**src/rtl/acc_cpu_pkg.sv**
```systemverilog
// acc_cpu_pkg: shared types and constants for the multi-cycle accumulator CPU.
//   opcode_e : 3-bit instruction opcodes (OP_HLT .. OP_JMP)
//   state_e  : core sequencer states
//   OPC_W    : opcode field width; opc_lsb() gives the field's low bit for a
//              given instruction width (the field always sits at the top).
package acc_cpu_pkg;

  localparam int OPC_W = 3;

  typedef enum logic [OPC_W-1:0] {
    OP_HLT = 3'd0,
    OP_SKZ = 3'd1,
    OP_ADD = 3'd2,
    OP_AND = 3'd3,
    OP_XOR = 3'd4,
    OP_LDA = 3'd5,
    OP_STO = 3'd6,
    OP_JMP = 3'd7
  } opcode_e;

  typedef enum logic [2:0] {
    ST_FETCH  = 3'd0,
    ST_DECODE = 3'd1,
    ST_OPRD   = 3'd2,
    ST_OPWR   = 3'd3,
    ST_HALTED = 3'd4
  } state_e;

  function automatic int opc_lsb(input int data_w);
    return data_w - OPC_W;
  endfunction

endpackage

```
**src/rtl/acc_cpu_alu.sv**
```systemverilog
// acc_cpu_alu: combinational accumulator update for the data-reading opcodes.
//   opc_i     : opcode of the instruction being executed
//   ac_i      : current accumulator
//   rdata_i   : operand word read from memory
//   ac_next_o : new accumulator value (ADD/AND/XOR/LDA); ac_i otherwise
// ADD wraps modulo 2^DATA_W; the carry is discarded.
module acc_cpu_alu
  import acc_cpu_pkg::*;
#(
  parameter int DATA_W = 8
) (
  input  opcode_e           opc_i,
  input  logic [DATA_W-1:0] ac_i,
  input  logic [DATA_W-1:0] rdata_i,
  output logic [DATA_W-1:0] ac_next_o
);

  always_comb begin
    ac_next_o = ac_i;
    case (opc_i)
      OP_ADD:  ac_next_o = ac_i + rdata_i;
      OP_AND:  ac_next_o = ac_i & rdata_i;
      OP_XOR:  ac_next_o = ac_i ^ rdata_i;
      OP_LDA:  ac_next_o = rdata_i;
      default: ac_next_o = ac_i;
    endcase
  end

endmodule

```
**src/rtl/acc_cpu_mc.sv**
```systemverilog
// acc_cpu_mc: multi-cycle accumulator CPU with an external req/ack memory port.
//   clk, rst     : rising-edge clock, synchronous active-low reset
//   resume       : leave HALTED and continue at pc+1 (only when the
//                  ACC_CPU_RESUME_EN macro is defined)
//   mem_req/we/addr/wdata : registered memory request
//   mem_rdata/ack         : memory response
//   HALT         : core is halted
//   pc_o, ac_o   : program counter and accumulator (debug view)
// Build option: define ACC_CPU_RESUME_EN to add the resume input; without it
// HALTED is left only through reset.
//
// Memory handshake: the core raises mem_req together with mem_we, mem_addr
// and mem_wdata and holds all four unchanged until it samples mem_ack=1 on a
// rising edge; that edge completes the transfer (read data captured) and
// mem_req drops on it. Every transfer is preceded by a cycle with mem_req=0
// in which the request is set up, so back-to-back requests always have a gap
// and mem_ack seen while mem_req=0 is ignored. Ack may come in the first
// request cycle.
module acc_cpu_mc
  import acc_cpu_pkg::*;
#(
  parameter int DATA_W = 8,
  parameter int ADDR_W = 5
) (
  input  logic              clk,
  input  logic              rst,
`ifdef ACC_CPU_RESUME_EN
  input  logic              resume,
`endif
  output logic              mem_req,
  output logic              mem_we,
  output logic [ADDR_W-1:0] mem_addr,
  output logic [DATA_W-1:0] mem_wdata,
  input  logic [DATA_W-1:0] mem_rdata,
  input  logic              mem_ack,
  output logic              HALT,
  output logic [ADDR_W-1:0] pc_o,
  output logic [DATA_W-1:0] ac_o
);

  localparam int OPC_MSB = DATA_W - 1;
  localparam int OPC_LSB = opc_lsb(DATA_W);

  state_e              state_q;
  // The instruction register keeps only the two fields the core uses; the
  // bits between opcode and operand are don't-care.
  opcode_e             opc_q;
  logic [ADDR_W-1:0]   opnd_q;
  logic [ADDR_W-1:0]   pc_q;
  logic [DATA_W-1:0]   ac_q;
  logic                req_q;
  logic                we_q;
  logic [ADDR_W-1:0]   addr_q;
  logic [DATA_W-1:0]   wdata_q;
  logic                halt_q;

  logic [ADDR_W-1:0]   pc_inc_d;
  logic [ADDR_W-1:0]   pc_skz_d;
  logic [DATA_W-1:0]   ac_alu_d;

  assign pc_inc_d = pc_q + ADDR_W'(1);
  // SKZ skips one word when the accumulator is zero; wraps modulo 2^ADDR_W.
  assign pc_skz_d = pc_q + ((ac_q == '0) ? ADDR_W'(2) : ADDR_W'(1));

  acc_cpu_alu #(
    .DATA_W (DATA_W)
  ) u_alu (
    .opc_i     (opc_q),
    .ac_i      (ac_q),
    .rdata_i   (mem_rdata),
    .ac_next_o (ac_alu_d)
  );

  always_ff @(posedge clk) begin
    if (!rst) begin
      state_q <= ST_FETCH;
      opc_q   <= OP_HLT;
      opnd_q  <= '0;
      pc_q    <= '0;
      ac_q    <= '0;
      req_q   <= 1'b0;
      we_q    <= 1'b0;
      addr_q  <= '0;
      wdata_q <= '0;
      halt_q  <= 1'b0;
    end else begin
      case (state_q)
        ST_FETCH: begin
          if (!req_q) begin
            req_q  <= 1'b1;
            we_q   <= 1'b0;
            addr_q <= pc_q;
          end else if (mem_ack) begin
            opc_q   <= opcode_e'(mem_rdata[OPC_MSB:OPC_LSB]);
            opnd_q  <= mem_rdata[ADDR_W-1:0];
            req_q   <= 1'b0;
            state_q <= ST_DECODE;
          end
        end

        ST_DECODE: begin
          case (opc_q)
            OP_HLT: begin
              halt_q  <= 1'b1;
              state_q <= ST_HALTED;
            end
            OP_SKZ: begin
              pc_q    <= pc_skz_d;
              state_q <= ST_FETCH;
            end
            OP_JMP: begin
              pc_q    <= opnd_q;
              state_q <= ST_FETCH;
            end
            OP_STO:  state_q <= ST_OPWR;
            default: state_q <= ST_OPRD;
          endcase
        end

        ST_OPRD: begin
          if (!req_q) begin
            req_q  <= 1'b1;
            we_q   <= 1'b0;
            addr_q <= opnd_q;
          end else if (mem_ack) begin
            ac_q    <= ac_alu_d;
            pc_q    <= pc_inc_d;
            req_q   <= 1'b0;
            state_q <= ST_FETCH;
          end
        end

        ST_OPWR: begin
          if (!req_q) begin
            req_q   <= 1'b1;
            we_q    <= 1'b1;
            addr_q  <= opnd_q;
            wdata_q <= ac_q;
          end else if (mem_ack) begin
            pc_q    <= pc_inc_d;
            req_q   <= 1'b0;
            we_q    <= 1'b0;
            state_q <= ST_FETCH;
          end
        end

        ST_HALTED: begin
`ifdef ACC_CPU_RESUME_EN
          if (resume) begin
            pc_q    <= pc_inc_d;
            halt_q  <= 1'b0;
            state_q <= ST_FETCH;
          end
`endif
        end

        default: state_q <= ST_FETCH;
      endcase
    end
  end

  assign mem_req   = req_q;
  assign mem_we    = we_q;
  assign mem_addr  = addr_q;
  assign mem_wdata = wdata_q;
  assign HALT      = halt_q;
  assign pc_o      = pc_q;
  assign ac_o      = ac_q;

endmodule

```
**config.mk**
```make
export PLATFORM = sky130hd
export DESIGN_NAME = acc_cpu_mc
export DESIGN_NICKNAME = d
export VERILOG_FILES = /design/src/rtl/acc_cpu_pkg.sv /design/src/rtl/acc_cpu_alu.sv /design/src/rtl/acc_cpu_mc.sv
export SDC_FILE = /design/constraint.sdc
export NUM_CORES = 1
export LEC_CHECK = 0
export BUFFER_PORTS_ARGS = -buffer_cell sky130_fd_sc_hd__buf_2
export CORE_UTILIZATION = 42
export CTS_CLUSTER_SIZE = 30
export DETAILED_ROUTE_END_ITERATION = 16
export PLACE_DENSITY = 0.69
export SETUP_SLACK_MARGIN = 0.05
export SYNTH_ARGS = -nofsm -noshare
export SYNTH_HDL_FRONTEND = slang
export SYNTH_SLANG_ARGS = --single-unit
```
**constraint.sdc**
```tcl
create_clock -name clk -period 2.44 [get_ports clk]
set_input_delay 0.366 -clock clk [delete_from_list [all_inputs] [get_ports clk]]
set_output_delay 0.366 -clock clk [all_outputs]
set_load 0.1 [all_outputs]
```
* Word level (Yosys, flattened, before mapping)
Cells that the tools add are included.
** Word-level totals
- Input port bits :: 11
- Output and inout bits :: 29
- Bits in registers :: 40
- Logic and storage cells :: 77
** Operators by class
- Bitwise operators :: 4
- Reduce and logical (&&, ||, !) cells :: 19
- Eq/ne operators :: 20
- Add/subtract/negate cells :: 3
- Mux-type cells :: 21
** Operator list (number)
- $pmux 8 s4 :: 1
- $pmux 5 s2 :: 3
- $mux 5 :: 4
- $eq 3x3->1 const B :: 5
- $eq 3x2->1 const B :: 4
- $mux 3 :: 4
- $pmux 3 s4 :: 1
- $ne 2x2->1 const B :: 5
- $pmux 3 s3 :: 1
- $reduce_and 3->1 :: 3
- $add 8x8->8 :: 1
- $and 8x8->8 :: 1
- $logic_not 8->1 :: 1
- $reduce_and 4->1 :: 2
- $xor 8x8->8 :: 1
- $eq 3x1->1 const B :: 2
- $logic_not 3->1 :: 2
- $ne 3x3->1 const B :: 2
- $reduce_bool 2->1 :: 3
- $reduce_or 2->1 :: 3
- $add 5x1->5 const B :: 1
- $add 5x2->5 :: 1
- $mux 1 :: 5
- $reduce_and 5->1 :: 1
- other kinds (7) :: 10

* Longest topological paths before layout
- Depth in word-level cells :: 5
- Gate-level depth with buffers :: 9
- Depth with buffers taken out :: 9

* Hierarchy
Synthesis repeated with hierarchy kept, for this count alone.
** Second synthesis, totals
- Cells, all modules :: 324
- Area total of the unflattened synthesis :: 2673.8 µm²
** By module, submodules not included
- acc_cpu_mc :: times used 1, cells an instance 219, area each 1983.2 µm², sequential area each 800.8 µm²
- acc_cpu_alu :: times used 1, cells an instance 105, area each 690.7 µm², sequential area each 0.0 µm²

* Worst setup path before layout
OpenSTA, ideal clock, no wires.
- Path type :: reg2reg
- Start point :: reg ac_q[0], in the netlist ac_o[0]
- End point :: reg pc_q[4], in the netlist pc_o[4]
- Period minus slack after synthesis :: 2669 ps
- Arrival time :: 2598 ps
- Setup time :: 71 ps
- Buffers on the path :: 0
- Data required time :: 2369 ps
- Setup slack :: -229 ps
- Cell stages (with the launch flop) :: 10
- Path through :: dfxtp_1 > nor4_1 > nand2_1 > ha_1 > inv_1 > fa_1 > or3_1 > a31oi_1 > o21ai_0 > a21oi_1
** On the way
- Longest elaborated chain between the ends :: 5
** Ends and longest elaborated chain
- start: declaration :: line acc_cpu_mc.sv:50 : logic [DATA_W-1:0] ac_q;
- start signal: assignment :: line acc_cpu_mc.sv:126 : ac_q <= ac_alu_d;
- $logic_not 8->1 :: line acc_cpu_mc.sv:63 : assign pc_skz_d = pc_q + ((ac_q == '0) ? ADDR_W'(2) : ADDR_W'(1));
- $mux 2 :: line acc_cpu_mc.sv:63
- $add 5x2->5 :: line acc_cpu_mc.sv:63
- $pmux 5 s2 :: line acc_cpu_mc.sv:102 : case (opc_q)
- $pmux 5 s2 :: line acc_cpu_mc.sv:87 : case (state_q)
- end signal: assignment :: line acc_cpu_mc.sv:108 : pc_q <= pc_skz_d;
- end signal: assignment :: line acc_cpu_mc.sv:112 : pc_q <= opnd_q;
- end signal: assignment :: line acc_cpu_mc.sv:127 : pc_q <= pc_inc_d;
- end: declaration :: line acc_cpu_mc.sv:49 : logic [ADDR_W-1:0] pc_q;
No other way between the ends.
A chain may end at the register's enable or synchronous reset.

* Worst setup path after layout
- Start point :: reg ac_q[3], in the netlist ac_o[3]
- End point :: reg pc_q[4], in the netlist pc_o[4]
Same word-level chain as after synthesis.

==> results.py <==
metrics = {
    "die": {
        "io-pin-count": 40,
        "fp-row-count": 27,
        "die_h_um": 77.75,
        "start_util_pct": 43.76,
        "core-area_um2": 5507,
        "die_area_um2": 6044,
        "die_w_um": 77.75,
    },
    "worst_setup_path": {
        "timing.rr.start": "ac_o[3]$_SDFFE_PN0P_",
        "crit_path_max_fanout": 5,
        "r2r_end": "pc_o[4]$_SDFFE_PN0P_",
        "r2r_setup_slack_ns": 0.22,
        "cp-end-kind": "flip-flop",
        "cp.arrival_ns": 2.44,
        "worstPathRequired_ns": 2.65,
        "cp-start-kind": "flip-flop",
        "critPathKind": "flip-flop to flip-flop",
        "ff2ff_path_depth": 7,
    },
    "clock_tree": {
        "cts_root_buf": "clkbuf_8",
        "cts_buffer_depth": 2,
        "post-cts-setup-buffers": 0,
        "insertion_delay_ns": 0.29,
        "cts_max_level": 2,
        "cts.sinks": 40,
        "clk_pin_slew_ns": 0.08,
        "cts_tree": "built",
        "cts_made_buffers": 5,
    },
    "drt": {
        "ant_nets": 0,
        "routed_wl_um": 5925,
        "drt-pass1-iter-count": 4,
        "wire_per_inst_um": 14.92,
        "vias": 2198,
        "viasPerCell": 5.537,
        "drt_iter0_markers": 137,
        "drcViolationCount": 0,
    },
    "timing": {
        "relSlewSlack_pct": 55.79,
        "post-route-min-period_ns": 2.223,
        "clock_skew_ns": 0.006782,
        "finalWorstSetupSlack_ns": 0.2171,
        "worst_pin_slew_ns": 0.6595,
        "report.final.slew_viol_count": 0,
        "rsz0062_at_grt": "false",
        "finalCritPeriodShare_pct": 91.10,
        "setup_viol": 0,
        "hold_viol": 0,
        "tns_ns": 0,
        "max_freq_mhz": 449.9,
    },
    "synth": {
        "syn-num-nets": 313,
        "netlist_area_um2": 2410,
        "ys.flop_type": "dfxtp_1",
        "synth_top_area_cell": "dfxtp_1",
        "syn-mean-instance-area_um2": 8.338,
        "netlist_instances": 289,
        "ys_seq_area_share_pct": 33.23,
        "synth_common_cells": "dfxtp_1, nor2_1, a21oi_1, mux2i_1, nand2_1",
        "synth_top_area_share_pct": 33.23,
        "ys_warn_count": 0,
        "synth-seq-cells": 40,
        "synth_edf_count": 0,
        "async_reset_ff_share_pct": 0,
        "synthTopCellsByArea": "dfxtp_1, mux2i_1, nor2_1",
        "ys_types": 52,
    },
    "worst_hold_path": {
        "hp-class": "input pin to flip-flop",
        "min_from": "mem_rdata[5]",
        "min_path_cells": 3,
        "min_to": "opc_q[0]$_SDFFE_PN0P_",
    },
    "placed_design": {
        "dp_slack_ns": 0.2191,
        "port-buffer-count": 39,
        "place_hpwl_um": 4291,
        "place.gp.congestion": 0.9024,
    },
    "global_routing": {
        "grt_pass1_vias": 2227,
        "overflow": 0,
        "antenna_found_initial": 0,
        "grt_max_degree": 32,
        "grt_usage_pct": 21.24,
        "grt_pass1_wl_um": 10290,
    },
    "flow_run": {
        "max_cap_viol_count": 0,
    },
    "finish": {
        "drive_above_1_share_pct": 23.38,
        "syn2layout_area_growth_pct": 16.10,
        "diodes": 0,
        "multi_input_area_um2": 1490,
        "nets": 348,
        "n_fill_cell": 522,
        "seq_area_um2": 813.3,
    },
    "power": {
        "p_leak_nw": 1.187,
        "vdd_drop_max_uv": 254.2,
        "cellPowerDensity_nw_per_um2": 597.3,
    },
    "status": {
        "status": "finished, final reports clean",
    },
}
[stage by stage]
stage | area, um^2 | hold WS [ns] | total power, mW | instances | util (%)
after floorplan | 2422 | 0.4644 | 1.027 | 289 | -
after global placement | 2665 | 0.4469 | 1.083 | 389 | 48.40
after detailed placement | 2665 | 0.4631 | 1.090 | 389 | 48.40
after CTS | 2791 | 0.3545 | 1.687 | 397 | 50.69
after global routing | 2798 | 0.3662 | 1.753 | 397 | 50.81
final | 2798 | 0.3506 | 1.671 | 397 | 50.81
[where the power goes]
part           switching (mW)  total, mW  internal, mW
sequential             0.0392      0.723         0.683
combinational           0.253      0.351        0.0982
clock                   0.236      0.597         0.361
[worst max path at each step]
stage	from	endpoint	slack, ns	depth (start not counted)
floorplan	ac_o[0]$_SDFFE_PN0P_	pc_o[4]$_SDFFE_PN0P_	0.13	9
global placement	ac_o[3]$_SDFFE_PN0P_	pc_o[4]$_SDFFE_PN0P_	0.28	7
detailed placement	ac_o[3]$_SDFFE_PN0P_	pc_o[4]$_SDFFE_PN0P_	0.22	7
CTS	ac_o[3]$_SDFFE_PN0P_	pc_o[4]$_SDFFE_PN0P_	0.20	7
global route	ac_o[3]$_SDFFE_PN0P_	pc_o[1]$_SDFFE_PN0P_	0.06	8
finish	ac_o[3]$_SDFFE_PN0P_	pc_o[4]$_SDFFE_PN0P_	0.22	7
[placed cells by master, fill, tap and decap left out, types with 2 or more instances in the layout]
master,Yosys,layout
buf_2,9,39
buf_4,2,7
o21ai_0,14,14
a221oi_1,2,2
dfxtp_1,40,30
nor3_1,6,6
nand3b_1,2,2
nor2_1,40,40
dfxtp_2,0,10
o22ai_1,4,4
or2_2,2,2
and2_1,2,2
o211ai_1,4,4
a21oi_1,24,24
a21o_1,2,2
or3_1,2,2
nand2_1,24,24
nor2b_1,3,3
ha_1,11,11
a311oi_1,5,5
nand2b_1,5,5
o211a_1,2,2
clkbuf_8,0,7
fa_1,2,2
nand3_1,3,3
nand3_2,2,2
inv_1,8,8
a211oi_1,4,4
a31oi_1,6,6
mux2i_1,24,24
mux2_2,3,3
and3_1,3,3
nor4_1,4,3
[kinds of logic after synthesis]
family	after synthesis	share of synthesized area, %
mux	27	11.37
flops	40	33.23
fa+ha+maj	13	7.373
compound gates	76	20.20
buf+inv	26	5.192
simple gates	104	21.24
xor+xnor	3	1.402
[cell type report]
type	instances	share of cell area (%)
tap	72	3.220
multi-input combinational	223	53.26
clock buffer	7	3.444
sequential	40	29.07
timing repair buffer	46	8.855
inverter	8	1.073
clock inverter	1	1.073
[per-layer routing]
| layer | GRT usage [%] | vias to the layer above | share of wire [%] |
|---|---|---|---|
| li1 | - | 1112 | - |
| met1 | 26.72 | 1016 | 46 |
| met2 | 37.35 | 62 | 49 |
| met3 | 3.412 | 8 | 4.4 |
| met4 | 5.660 | 0 | 0.78 |
| met5 | 0 | - | 0 |
[critical path, cell delays in order, from the launching register on]
cell and delay, ns:
dfxtp_2 0.35, nor4_2 0.35, nand2_1 0.19, fa_1 0.45, or3_1 0.36, a31oi_1 0.18
o21ai_0 0.10, a21oi_1 0.15
[sequential cells by signal, indices dropped and copies added, names as in the netlist]
register	cells
ac_o	8
mem_wdata	8
mem_addr	5
opnd_q	5
pc_o	5
opc_q	3
state_q	3
HALT	1
mem_req	1
mem_we	1
[what timing repair did]
| action | in CTS | in global routing |
|---|---|---|
| endpoints found under the setup margin | 0 | 1 |
| hold buffers | 0 | 0 |
| gates resized for setup | 0 | 1 |
(Power assumes the default switching activity.)
